`config.mk`:
```
export PLATFORM = sky130hd
export DESIGN_NAME = hazard_scheduler_flat
export DESIGN_NICKNAME = d
export VERILOG_FILES = /design/src/rtl/hazard_scheduler_pkg.sv /design/src/rtl/hazard_scheduler_if.sv /design/src/rtl/hazard_sat_counter.sv /design/src/rtl/hazard_scheduler.sv /design/src/flat_wrapper.sv
export SDC_FILE = /design/constraint.sdc
export NUM_CORES = 1
export LEC_CHECK = 0
export CORE_ASPECT_RATIO = 0.6
export CORE_MARGIN = 10
export CORE_UTILIZATION = 50
export DETAILED_ROUTE_END_ITERATION = 10
export PLACE_DENSITY = 0.86
export SLEW_MARGIN = 20
export SYNTH_ARGS = -nofsm -noshare
export SYNTH_HDL_FRONTEND = slang
export SYNTH_HIERARCHICAL = 1
export SYNTH_SLANG_ARGS = --single-unit
export TNS_END_PERCENT = 20
```
`constraint.sdc`:
```
create_clock -name Clk_in -period 5.5 [get_ports Clk_in]
set_input_delay 1.375 -clock Clk_in [delete_from_list [all_inputs] [get_ports Clk_in]]
set_output_delay 1.375 -clock Clk_in [all_outputs]
set_load 0.02 [all_outputs]
```
`src/rtl/hazard_scheduler_pkg.sv`:
```
// Shared pipeline constants for the MIPS front-end hazard controller:
// FSM state encodings, NOP/register-0 constants and the control-output bundle.
package hazard_scheduler_pkg;

  localparam logic [1:0] ST_RUN     = 2'd0;
  localparam logic [1:0] ST_FLUSH   = 2'd1;
  localparam logic [1:0] ST_JR_WAIT = 2'd2;

  localparam logic [31:0] NOP_INSTR = 32'h0000_0000;
  localparam logic [4:0]  REG_ZERO  = 5'd0;

  typedef struct packed {
    logic pc_write;
    logic ifid_write;
    logic flush;
    logic bubble;
  } ctrl_t;

  localparam ctrl_t CTRL_NORMAL = '{pc_write: 1'b1, ifid_write: 1'b1, flush: 1'b0, bubble: 1'b0};
  localparam ctrl_t CTRL_STALL  = '{pc_write: 1'b0, ifid_write: 1'b0, flush: 1'b0, bubble: 1'b1};
  localparam ctrl_t CTRL_SQUASH = '{pc_write: 1'b1, ifid_write: 1'b1, flush: 1'b1, bubble: 1'b1};
  localparam ctrl_t CTRL_RESET  = '{pc_write: 1'b0, ifid_write: 1'b0, flush: 1'b1, bubble: 1'b1};

  function automatic logic reg_match(input logic en, input logic [4:0] dest, input logic [4:0] src);
    return en && (dest == src);
  endfunction

endpackage

```
`src/rtl/hazard_scheduler_if.sv`:
```
// Hazard-information and pipeline-control bundle between the datapath (master)
// and the hazard scheduler (slave).
interface hazard_scheduler_if #(
  parameter int CNT_W = 16
);
  logic [4:0]       rs_ID;
  logic [4:0]       rt_ID;
  logic             uses_rs_ID;
  logic             uses_rt_ID;
  logic             JR_ID;
  logic             RegWrite_EX;
  logic             MemRead_EX;
  logic [4:0]       dest_EX;
  logic             RegWrite_MEM;
  logic             MemRead_MEM;
  logic [4:0]       dest_MEM;
  logic             branch_taken_EX;
  logic             PCWrite_out;
  logic             IFIDWrite_out;
  logic             IFIDFlush_out;
  logic             IDEXBubble_out;
  logic [CNT_W-1:0] stall_cycles_out;
  logic [CNT_W-1:0] flush_events_out;

  modport master (
    output rs_ID, rt_ID, uses_rs_ID, uses_rt_ID, JR_ID,
    output RegWrite_EX, MemRead_EX, dest_EX,
    output RegWrite_MEM, MemRead_MEM, dest_MEM, branch_taken_EX,
    input  PCWrite_out, IFIDWrite_out, IFIDFlush_out, IDEXBubble_out,
    input  stall_cycles_out, flush_events_out
  );

  modport slave (
    input  rs_ID, rt_ID, uses_rs_ID, uses_rt_ID, JR_ID,
    input  RegWrite_EX, MemRead_EX, dest_EX,
    input  RegWrite_MEM, MemRead_MEM, dest_MEM, branch_taken_EX,
    output PCWrite_out, IFIDWrite_out, IFIDFlush_out, IDEXBubble_out,
    output stall_cycles_out, flush_events_out
  );

endinterface

```
`src/rtl/hazard_sat_counter.sv`:
```
// Saturating event counter: increments on inc, sticks at all-ones,
// cleared asynchronously by reset.
module hazard_sat_counter #(
  parameter int CNT_W = 16
) (
  input  logic             clk,
  input  logic             rst_n,
  input  logic             inc,
  output logic [CNT_W-1:0] count
);

  always_ff @(posedge clk or negedge rst_n) begin
    if (!rst_n) begin
      count <= '0;
    end else if (inc && (count != {CNT_W{1'b1}})) begin
      count <= count + CNT_W'(1);
    end
  end

endmodule

```
`src/rtl/hazard_scheduler.sv`:
```
// Front-end hazard controller: load-use / JR-operand stalls and taken-branch squashes,
// zero-latency combinational control with saturating stall/flush counters.
import hazard_scheduler_pkg::*;

module hazard_scheduler #(
  parameter int FLUSH_CYCLES = 1,
  parameter int CNT_W        = 16
) (
  input logic               Clk_in,
  input logic               Rst_n,
  hazard_scheduler_if.slave hz
);

  localparam logic [2:0] FLUSH_RELOAD = 3'(FLUSH_CYCLES - 1);

  logic [1:0] state;
  logic [1:0] state_nxt;
  logic [2:0] fcnt;
  logic [2:0] fcnt_nxt;
  logic       lu;
  logic       jrh;
  logic       stall_evt;
  ctrl_t      ctrl;
  ctrl_t      ctrl_out;

  assign lu = hz.MemRead_EX && hz.RegWrite_EX && (hz.dest_EX != REG_ZERO) &&
              (reg_match(hz.uses_rs_ID, hz.dest_EX, hz.rs_ID) ||
               reg_match(hz.uses_rt_ID, hz.dest_EX, hz.rt_ID));

  // JR reads rs in ID with no forwarding, so any in-flight writer of rs blocks it.
  assign jrh = hz.JR_ID && (hz.rs_ID != REG_ZERO) &&
               (reg_match(hz.RegWrite_EX,  hz.dest_EX,  hz.rs_ID) ||
                reg_match(hz.RegWrite_MEM, hz.dest_MEM, hz.rs_ID));

  // One priority chain for every state; JR_WAIT only differs in where it returns.
  always_comb begin
    state_nxt = state;
    fcnt_nxt  = fcnt;
    ctrl      = CTRL_NORMAL;
    stall_evt = 1'b0;
    if (hz.branch_taken_EX) begin
      ctrl = CTRL_SQUASH;
      if (FLUSH_CYCLES > 1) begin
        state_nxt = ST_FLUSH;
        fcnt_nxt  = FLUSH_RELOAD;
      end else begin
        state_nxt = ST_RUN;
        fcnt_nxt  = 3'd0;
      end
    end else if (state == ST_FLUSH) begin
      ctrl     = CTRL_SQUASH;
      fcnt_nxt = fcnt - 3'd1;
      if (fcnt <= 3'd1) begin
        state_nxt = ST_RUN;
        fcnt_nxt  = 3'd0;
      end
    end else if (jrh) begin
      ctrl      = CTRL_STALL;
      stall_evt = 1'b1;
      state_nxt = ST_JR_WAIT;
    end else if (lu) begin
      ctrl      = CTRL_STALL;
      stall_evt = 1'b1;
      state_nxt = ST_RUN;
    end else begin
      state_nxt = ST_RUN;
    end
  end

  always_ff @(posedge Clk_in or negedge Rst_n) begin
    if (!Rst_n) begin
      state <= ST_RUN;
      fcnt  <= 3'd0;
    end else begin
      state <= state_nxt;
      fcnt  <= fcnt_nxt;
    end
  end

  assign ctrl_out          = Rst_n ? ctrl : CTRL_RESET;
  assign hz.PCWrite_out    = ctrl_out.pc_write;
  assign hz.IFIDWrite_out  = ctrl_out.ifid_write;
  assign hz.IFIDFlush_out  = ctrl_out.flush;
  assign hz.IDEXBubble_out = ctrl_out.bubble;

  hazard_sat_counter #(.CNT_W(CNT_W)) u_stall_cnt (
    .clk   (Clk_in),
    .rst_n (Rst_n),
    .inc   (stall_evt),
    .count (hz.stall_cycles_out)
  );

  hazard_sat_counter #(.CNT_W(CNT_W)) u_flush_cnt (
    .clk   (Clk_in),
    .rst_n (Rst_n),
    .inc   (hz.branch_taken_EX),
    .count (hz.flush_events_out)
  );

endmodule
```
`src/flat_wrapper.sv`:
```
// flat-port wrapper written by rule: the top's interface ports become plain ports
module hazard_scheduler_flat 
#(
  parameter int FLUSH_CYCLES = 1,
  parameter int CNT_W        = 16
)
  (Clk_in, Rst_n, hz_rs_ID, hz_rt_ID, hz_uses_rs_ID, hz_uses_rt_ID, hz_JR_ID, hz_RegWrite_EX, hz_MemRead_EX, hz_dest_EX, hz_RegWrite_MEM, hz_MemRead_MEM, hz_dest_MEM, hz_branch_taken_EX, hz_PCWrite_out, hz_IFIDWrite_out, hz_IFIDFlush_out, hz_IDEXBubble_out, hz_stall_cycles_out, hz_flush_events_out);
  hazard_scheduler_if #(.CNT_W(CNT_W)) hz_i ();
  input logic Clk_in;
  input logic Rst_n;
  input wire logic [$bits(hz_i.rs_ID)-1:0] hz_rs_ID;
  input wire logic [$bits(hz_i.rt_ID)-1:0] hz_rt_ID;
  input wire logic [$bits(hz_i.uses_rs_ID)-1:0] hz_uses_rs_ID;
  input wire logic [$bits(hz_i.uses_rt_ID)-1:0] hz_uses_rt_ID;
  input wire logic [$bits(hz_i.JR_ID)-1:0] hz_JR_ID;
  input wire logic [$bits(hz_i.RegWrite_EX)-1:0] hz_RegWrite_EX;
  input wire logic [$bits(hz_i.MemRead_EX)-1:0] hz_MemRead_EX;
  input wire logic [$bits(hz_i.dest_EX)-1:0] hz_dest_EX;
  input wire logic [$bits(hz_i.RegWrite_MEM)-1:0] hz_RegWrite_MEM;
  input wire logic [$bits(hz_i.MemRead_MEM)-1:0] hz_MemRead_MEM;
  input wire logic [$bits(hz_i.dest_MEM)-1:0] hz_dest_MEM;
  input wire logic [$bits(hz_i.branch_taken_EX)-1:0] hz_branch_taken_EX;
  output wire logic [$bits(hz_i.PCWrite_out)-1:0] hz_PCWrite_out;
  output wire logic [$bits(hz_i.IFIDWrite_out)-1:0] hz_IFIDWrite_out;
  output wire logic [$bits(hz_i.IFIDFlush_out)-1:0] hz_IFIDFlush_out;
  output wire logic [$bits(hz_i.IDEXBubble_out)-1:0] hz_IDEXBubble_out;
  output wire logic [$bits(hz_i.stall_cycles_out)-1:0] hz_stall_cycles_out;
  output wire logic [$bits(hz_i.flush_events_out)-1:0] hz_flush_events_out;
  assign hz_i.rs_ID = hz_rs_ID;
  assign hz_i.rt_ID = hz_rt_ID;
  assign hz_i.uses_rs_ID = hz_uses_rs_ID;
  assign hz_i.uses_rt_ID = hz_uses_rt_ID;
  assign hz_i.JR_ID = hz_JR_ID;
  assign hz_i.RegWrite_EX = hz_RegWrite_EX;
  assign hz_i.MemRead_EX = hz_MemRead_EX;
  assign hz_i.dest_EX = hz_dest_EX;
  assign hz_i.RegWrite_MEM = hz_RegWrite_MEM;
  assign hz_i.MemRead_MEM = hz_MemRead_MEM;
  assign hz_i.dest_MEM = hz_dest_MEM;
  assign hz_i.branch_taken_EX = hz_branch_taken_EX;
  assign hz_PCWrite_out = hz_i.PCWrite_out;
  assign hz_IFIDWrite_out = hz_i.IFIDWrite_out;
  assign hz_IFIDFlush_out = hz_i.IFIDFlush_out;
  assign hz_IDEXBubble_out = hz_i.IDEXBubble_out;
  assign hz_stall_cycles_out = hz_i.stall_cycles_out;
  assign hz_flush_events_out = hz_i.flush_events_out;
  hazard_scheduler #(.FLUSH_CYCLES(FLUSH_CYCLES), .CNT_W(CNT_W)) u_core (.Clk_in(Clk_in), .Rst_n(Rst_n), .hz(hz_i));
endmodule
```
=== After elaboration in Yosys (flattened, before gate mapping) ===
Cells that the tools add are included.

* $add $sub $neg: 3
* Order comparisons: 1
* Equality and inequality tests: 7
* Muxes and demuxes: 16
* Reductions and logical operators: 16

{| class="wikitable"
|+ Operator list
! operator !! number
|-
| $add 16x1->16 const B || 2
|-
| $ne 16x16->1 const B || 2
|-
| $mux 4 || 5
|-
| $eq 5x5->1 || 3
|-
| $logic_and 1x1->1 || 11
|-
| $reduce_bool 5->1 || 2
|-
| $mux 3 || 3
|-
| $mux 2 || 4
|-
| $mux 1 || 4
|-
| $le 3x1->1 const B || 1
|-
| $ne 3x3->1 const B || 1
|-
| $sub 3x1->3 const B || 1
|-
| $eq 2x1->1 const B || 1
|-
| $logic_or 1x1->1 || 2
|-
| $reduce_bool 2->1 || 1
|}

* Register bits after elaboration: 37
* Bits of input ports: 30
* Output and inout bits: 36

=== Longest topological paths before layout ===
* Word-level depth: 9
* Depth in mapped cells: 8
* Depth with buffers taken out: 8

=== By module ===
The synthesis kept the hierarchy.

{| class="wikitable"
|+ Modules (own cells, without submodules)
! module !! times used !! cells an instance !! area an instance (µm²) !! seq. area each (µm²)
|-
| hazard_sat_counter || 2 || 72 || 859.6 || 400.4
|-
| hazard_scheduler || 1 || 37 || 279.0 || 0.0
|}

=== Worst setup path before layout ===
OpenSTA, ideal clock, no wires.

* Kind: input -> output
* From: input hz_dest_EX[1]
* To: output hz_PCWrite_out
* Data arrival time: 2.674 ns
* Setup slack: 1.451 ns
* Cell stages on the path: 5
* Cell sequence: or4_1 o211ai_2 or2b_2 o221a_1 buf_4

* Longest elaborated chain between the ends: 9

{| class="wikitable"
|+ RTL lines
! element !! RTL line !! RTL
|-
| start, declared || flat_wrapper.sv:18 || <nowiki>input wire logic [$bits(hz_i.dest_EX)-1:0] hz_dest_EX;</nowiki>
|-
| $eq 5x5->1 || hazard_scheduler_pkg.sv:25 || <nowiki>return en && (dest == src);</nowiki>
|-
| $logic_and 1x1->1 || hazard_scheduler_pkg.sv:25 ||
|-
| $logic_or 1x1->1 || hazard_scheduler.sv:27 || <nowiki>(reg_match(hz.uses_rs_ID, hz.dest_EX, hz.rs_ID) ||</nowiki>
|-
| $logic_and 1x1->1 || hazard_scheduler.sv:26 || <nowiki>assign lu = hz.MemRead_EX && hz.RegWrite_EX && (hz.dest_EX != REG_ZERO) &&</nowiki>
|-
| $mux 4 || hazard_scheduler.sv:61 || <nowiki>end else if (lu) begin</nowiki>
|-
| $mux 4 * || hazard_scheduler.sv:57 || <nowiki>end else if (jrh) begin</nowiki>
|-
| $mux 4 * || hazard_scheduler.sv:50 || <nowiki>end else if (state == ST_FLUSH) begin</nowiki>
|-
| $mux 4 * || hazard_scheduler.sv:41 || <nowiki>if (hz.branch_taken_EX) begin</nowiki>
|-
| $mux 4 * || hazard_scheduler.sv:80 || <nowiki>assign ctrl_out = Rst_n ? ctrl : CTRL_RESET;</nowiki>
|-
| end, declared || flat_wrapper.sv:23 || <nowiki>output wire logic [$bits(hz_i.PCWrite_out)-1:0] hz_PCWrite_out;</nowiki>
|}

Mark *: on every way between the ends. The rest lies on a longest branch, timed or not.

=== Final worst setup path ===
* From: input hz_rs_ID[3]
* To: output hz_PCWrite_out

* Longest elaborated chain between the ends: 9

{| class="wikitable"
|+ RTL lines
! element !! RTL line !! RTL
|-
| start, declared || flat_wrapper.sv:11 || <nowiki>input wire logic [$bits(hz_i.rs_ID)-1:0] hz_rs_ID;</nowiki>
|-
| $eq 5x5->1 || hazard_scheduler_pkg.sv:25 ||
|-
| $logic_and 1x1->1 || hazard_scheduler_pkg.sv:25 ||
|-
| $logic_or 1x1->1 || hazard_scheduler.sv:27 ||
|-
| $logic_and 1x1->1 || hazard_scheduler.sv:26 ||
|-
| $mux 4 || hazard_scheduler.sv:61 ||
|-
| $mux 4 * || hazard_scheduler.sv:57 ||
|-
| $mux 4 * || hazard_scheduler.sv:50 ||
|-
| $mux 4 * || hazard_scheduler.sv:41 ||
|-
| $mux 4 * || hazard_scheduler.sv:80 ||
|}

Marked as above.

==> reports/summary.txt <==
Clock Path Buffers - 2
FP Rows - 17
critical path arrival - 3.61 ns
Core ar. - 0.003765 mm²
PD cells - 268.7 mW/mm²
Syn-to-layout area delta - 40.58%
worst vdd ir - 274.0 µV
post-CTS resize count - 0
final setup fails - 0
R2R setup slack - 3.75 ns
H-tree depth - 2
clock tree root driver cell - clkbuf_8
Max Fanout on Critical Path - 3
worst hold-check path type - reg -> reg
sequential area share after synthesis - 40.08%
filler instances - 266
clock network fraction of total power - 29.8%
#FFs+latches synth - 32
final hold violation count - 0
DRT iter0 DRCs - 99
Post-Synthesis Cells - 181
unrepaired setup endpoints after global routing - no
dpl ws - 0.5367 ns
RD Place Congestion - 0.9152
DRC - 0
Vias/cell - 5.973
gr ovfl total - 0
Worst-Margin Slew - 0.5219 ns
Reg power frac - 41.7%
setup TNS - 0 ns
Die Area - 0.007008 mm²
post-CTS setup buffers - 0
Pins Over Slew Limit - 0
Top FF cell, synth - dfrtp_1
ranking of synthesized cells by area - dfrtp_1 (40%), xnor2_1 (11%), nand4_1 (5.6%)
Async SR Flop Fraction - 100.0%
nets@finish - 284
largest net degree at the start of global routing - 33
port bufs - 64
sw power - 247.2 µW
Die Ht - 68.97 µm
Mapped Nets - 213
share of the synthesized area in the top cell type - 40.08%
worst reg2reg endpoint - u_core/u_stall_cnt/count[14]$_DFFE_PN0P_
achievable frequency - 200.8 MHz
I/O Pins - 66
Worst slew margin - 65.21%
hold-fix buffer count after cts - 0
fin cells - 300
initial antenna violation count - 0
P_int - 507.7 µW
n_diodes - 0
Worst R2R Path Depth - 5
area leader, netlist - dfrtp_1
Final min period - 4.980 ns
Gate power share - 28.5%
worst flop-to-flop path startpoint - u_core/u_stall_cnt/count[0]$_DFFE_PN0P_
status - complete, no violations
vias in the first global route - 1,681
clk sink count - 32
CTS buffer count - 5
endpoint class of the critical path - primary output
clock skew - 0.006773 ns
switching portion of total power - 32.74%
Synth Cell Area - 0.001998 mm²
post-route clock period utilization - 90.55%
hold slack - 0.5283 ns
Critical Path RT - 4.12 ns
Yosys cell types - 39
CP Launch Type - input port
drt wl/cell - 19.00 µm
post-DP HPWL - 4463 µm
Tot GR Track Use - 16.75%
CTS tree - built
initial core utilization - 53.07%
DR vias - 1,792
worst-skew pair later-pin latency - 0.29 ns
CP endpoint - hz_PCWrite_out
TritonRoute pass-1 iters - 4
Max-Cap Viols - 0
Worst Setup SP - hz_rs_ID[3]
setup ws final - 0.5197 ns
EDFF count, synth - 0
Worst-path clk slew - 0.07 ns
placed insts - 292
Detail Route Antenna Nets - 0
post-layout util - 74.61%
critical setup path kind - in -> out
Mapped Avg Cell Area - 11.04 µm²
leakage - 1.113 nW
final wirelength - 5700 µm
first-pass GRT wire length - 9066 µm
die extent in x - 101.6 µm
layout cells sized above 1 - 12.25%
yosys warns - 6
[layout make-up]
cell class	instances	area [µm²]	share of cell area, %
inverter	2	7.507	0.2673
multi-input combinational	146	1182	42.09
tap	47	58.81	2.094
timing repair buffer	65	648.1	23.07
clock buffer	5	68.82	2.450
sequential	32	800.8	28.51
clock inverter	3	42.54	1.514
[worst min-delay path by stage]
| stage | start | endpoint | slack [ns] | depth (start not counted) |
|---|---|---|---|---|
| global route | u_core/u_flush_cnt/count[15]$_DFFE_PN0P_ | u_core/u_flush_cnt/count[15]$_DFFE_PN0P_ | 0.54 | 1 |
| global placement | u_core/u_stall_cnt/count[15]$_DFFE_PN0P_ | u_core/u_stall_cnt/count[15]$_DFFE_PN0P_ | 0.51 | 1 |
| CTS | u_core/u_flush_cnt/count[15]$_DFFE_PN0P_ | u_core/u_flush_cnt/count[15]$_DFFE_PN0P_ | 0.53 | 1 |
| floorplan | u_core/u_flush_cnt/count[15]$_DFFE_PN0P_ | u_core/u_flush_cnt/count[15]$_DFFE_PN0P_ | 0.61 | 1 |
| finish | u_core/u_flush_cnt/count[15]$_DFFE_PN0P_ | u_core/u_flush_cnt/count[15]$_DFFE_PN0P_ | 0.53 | 1 |
| detailed placement | u_core/u_flush_cnt/count[15]$_DFFE_PN0P_ | u_core/u_flush_cnt/count[15]$_DFFE_PN0P_ | 0.51 | 1 |
[metrics by stage]
| step | power [mW] | instance area (µm²) |
|---|---|---|
| 2_1_floorplan | 0.4167 | 1998 |
| 3_3_place_gp | 0.5302 | 2698 |
| 3_5_place_dp | 0.5370 | 2698 |
| 4_1_cts | 0.7642 | 2809 |
| 5_1_grt | 0.7973 | 2809 |
| 6_report | 0.7548 | 2809 |
[power groups by stage]
stage                     clock [mW]  sequential [mW]  combinational (mW)
after CTS                      0.231            0.316               0.218
after floorplan                    0            0.344              0.0729
final                          0.225            0.315               0.215
after global placement             0            0.318               0.213
after global routing           0.239            0.323               0.235
after detailed placement           0            0.320               0.217
[worst max-delay path, stage by stage]
cell	delay, ns
clkdlybuf4s50_1	0.48
or4_1	0.54
o21ai_1	0.20
nand2b_1	0.16
o221a_1	0.22
clkdlybuf4s50_1	0.62
[state kept, by name, summed over array words and instances, names as in the netlist]
register                  cells
u_core/u_flush_cnt/count     16
u_core/u_stall_cnt/count     16
[cells by family after synthesis]
| logic type | synth area share (%) |
|---|---|
| simple gates | 29.62 |
| compound gates | 14.46 |
| flops | 40.08 |
| xor+xnor | 12.71 |
| buf+inv | 0.7517 |
| mux | 1.127 |
| fa+ha+maj | 1.252 |
[routing by layer]
metal | share of wire, % | wire length, µm | global-route usage, %
met2 | 40 | 2261 | 23.82
met1 | 48 | 2716 | 22.58
met5 | 0 | 0 | 0
met3 | 12 | 658 | 6.349
met4 | 1.1 | 63 | 6.206
[cell usage in the layout (no fill, tap or decap), types with 5 or more instances in the layout]
cell and instances:
clkdlybuf4s50_1 64, dfrtp_1 32, xnor2_1 25, nand4_1 18, nand3_1 13, nand2_1 10
o21a_1 10, a21oi_1 6, a31oi_1 6, clkbuf_8 5
[cells in the mapped netlist (2+ instances only)]
cell and n:
o21a_1 10, o21ai_0 2, nand4_1 18, o22a_1 2, dfrtp_1 32, nor3_2 2, and4_4 2, a31oi_1 6
and4_1 2, nand3_1 13, mux2_1 2, o31ai_4 2, nor4_4 4, nand4_4 2, nand2_1 10, xor2_1 4
a21oi_1 6, nand3_4 2, a32oi_1 2, xnor2_1 25, and4b_1 2, o211ai_1 2, nor2_1 4, and4_2 2
or4_1 2, ha_1 2, nor2_2 2, nand4_2 2, and3_1 4, inv_1 2
(Power assumes the default switching activity.)
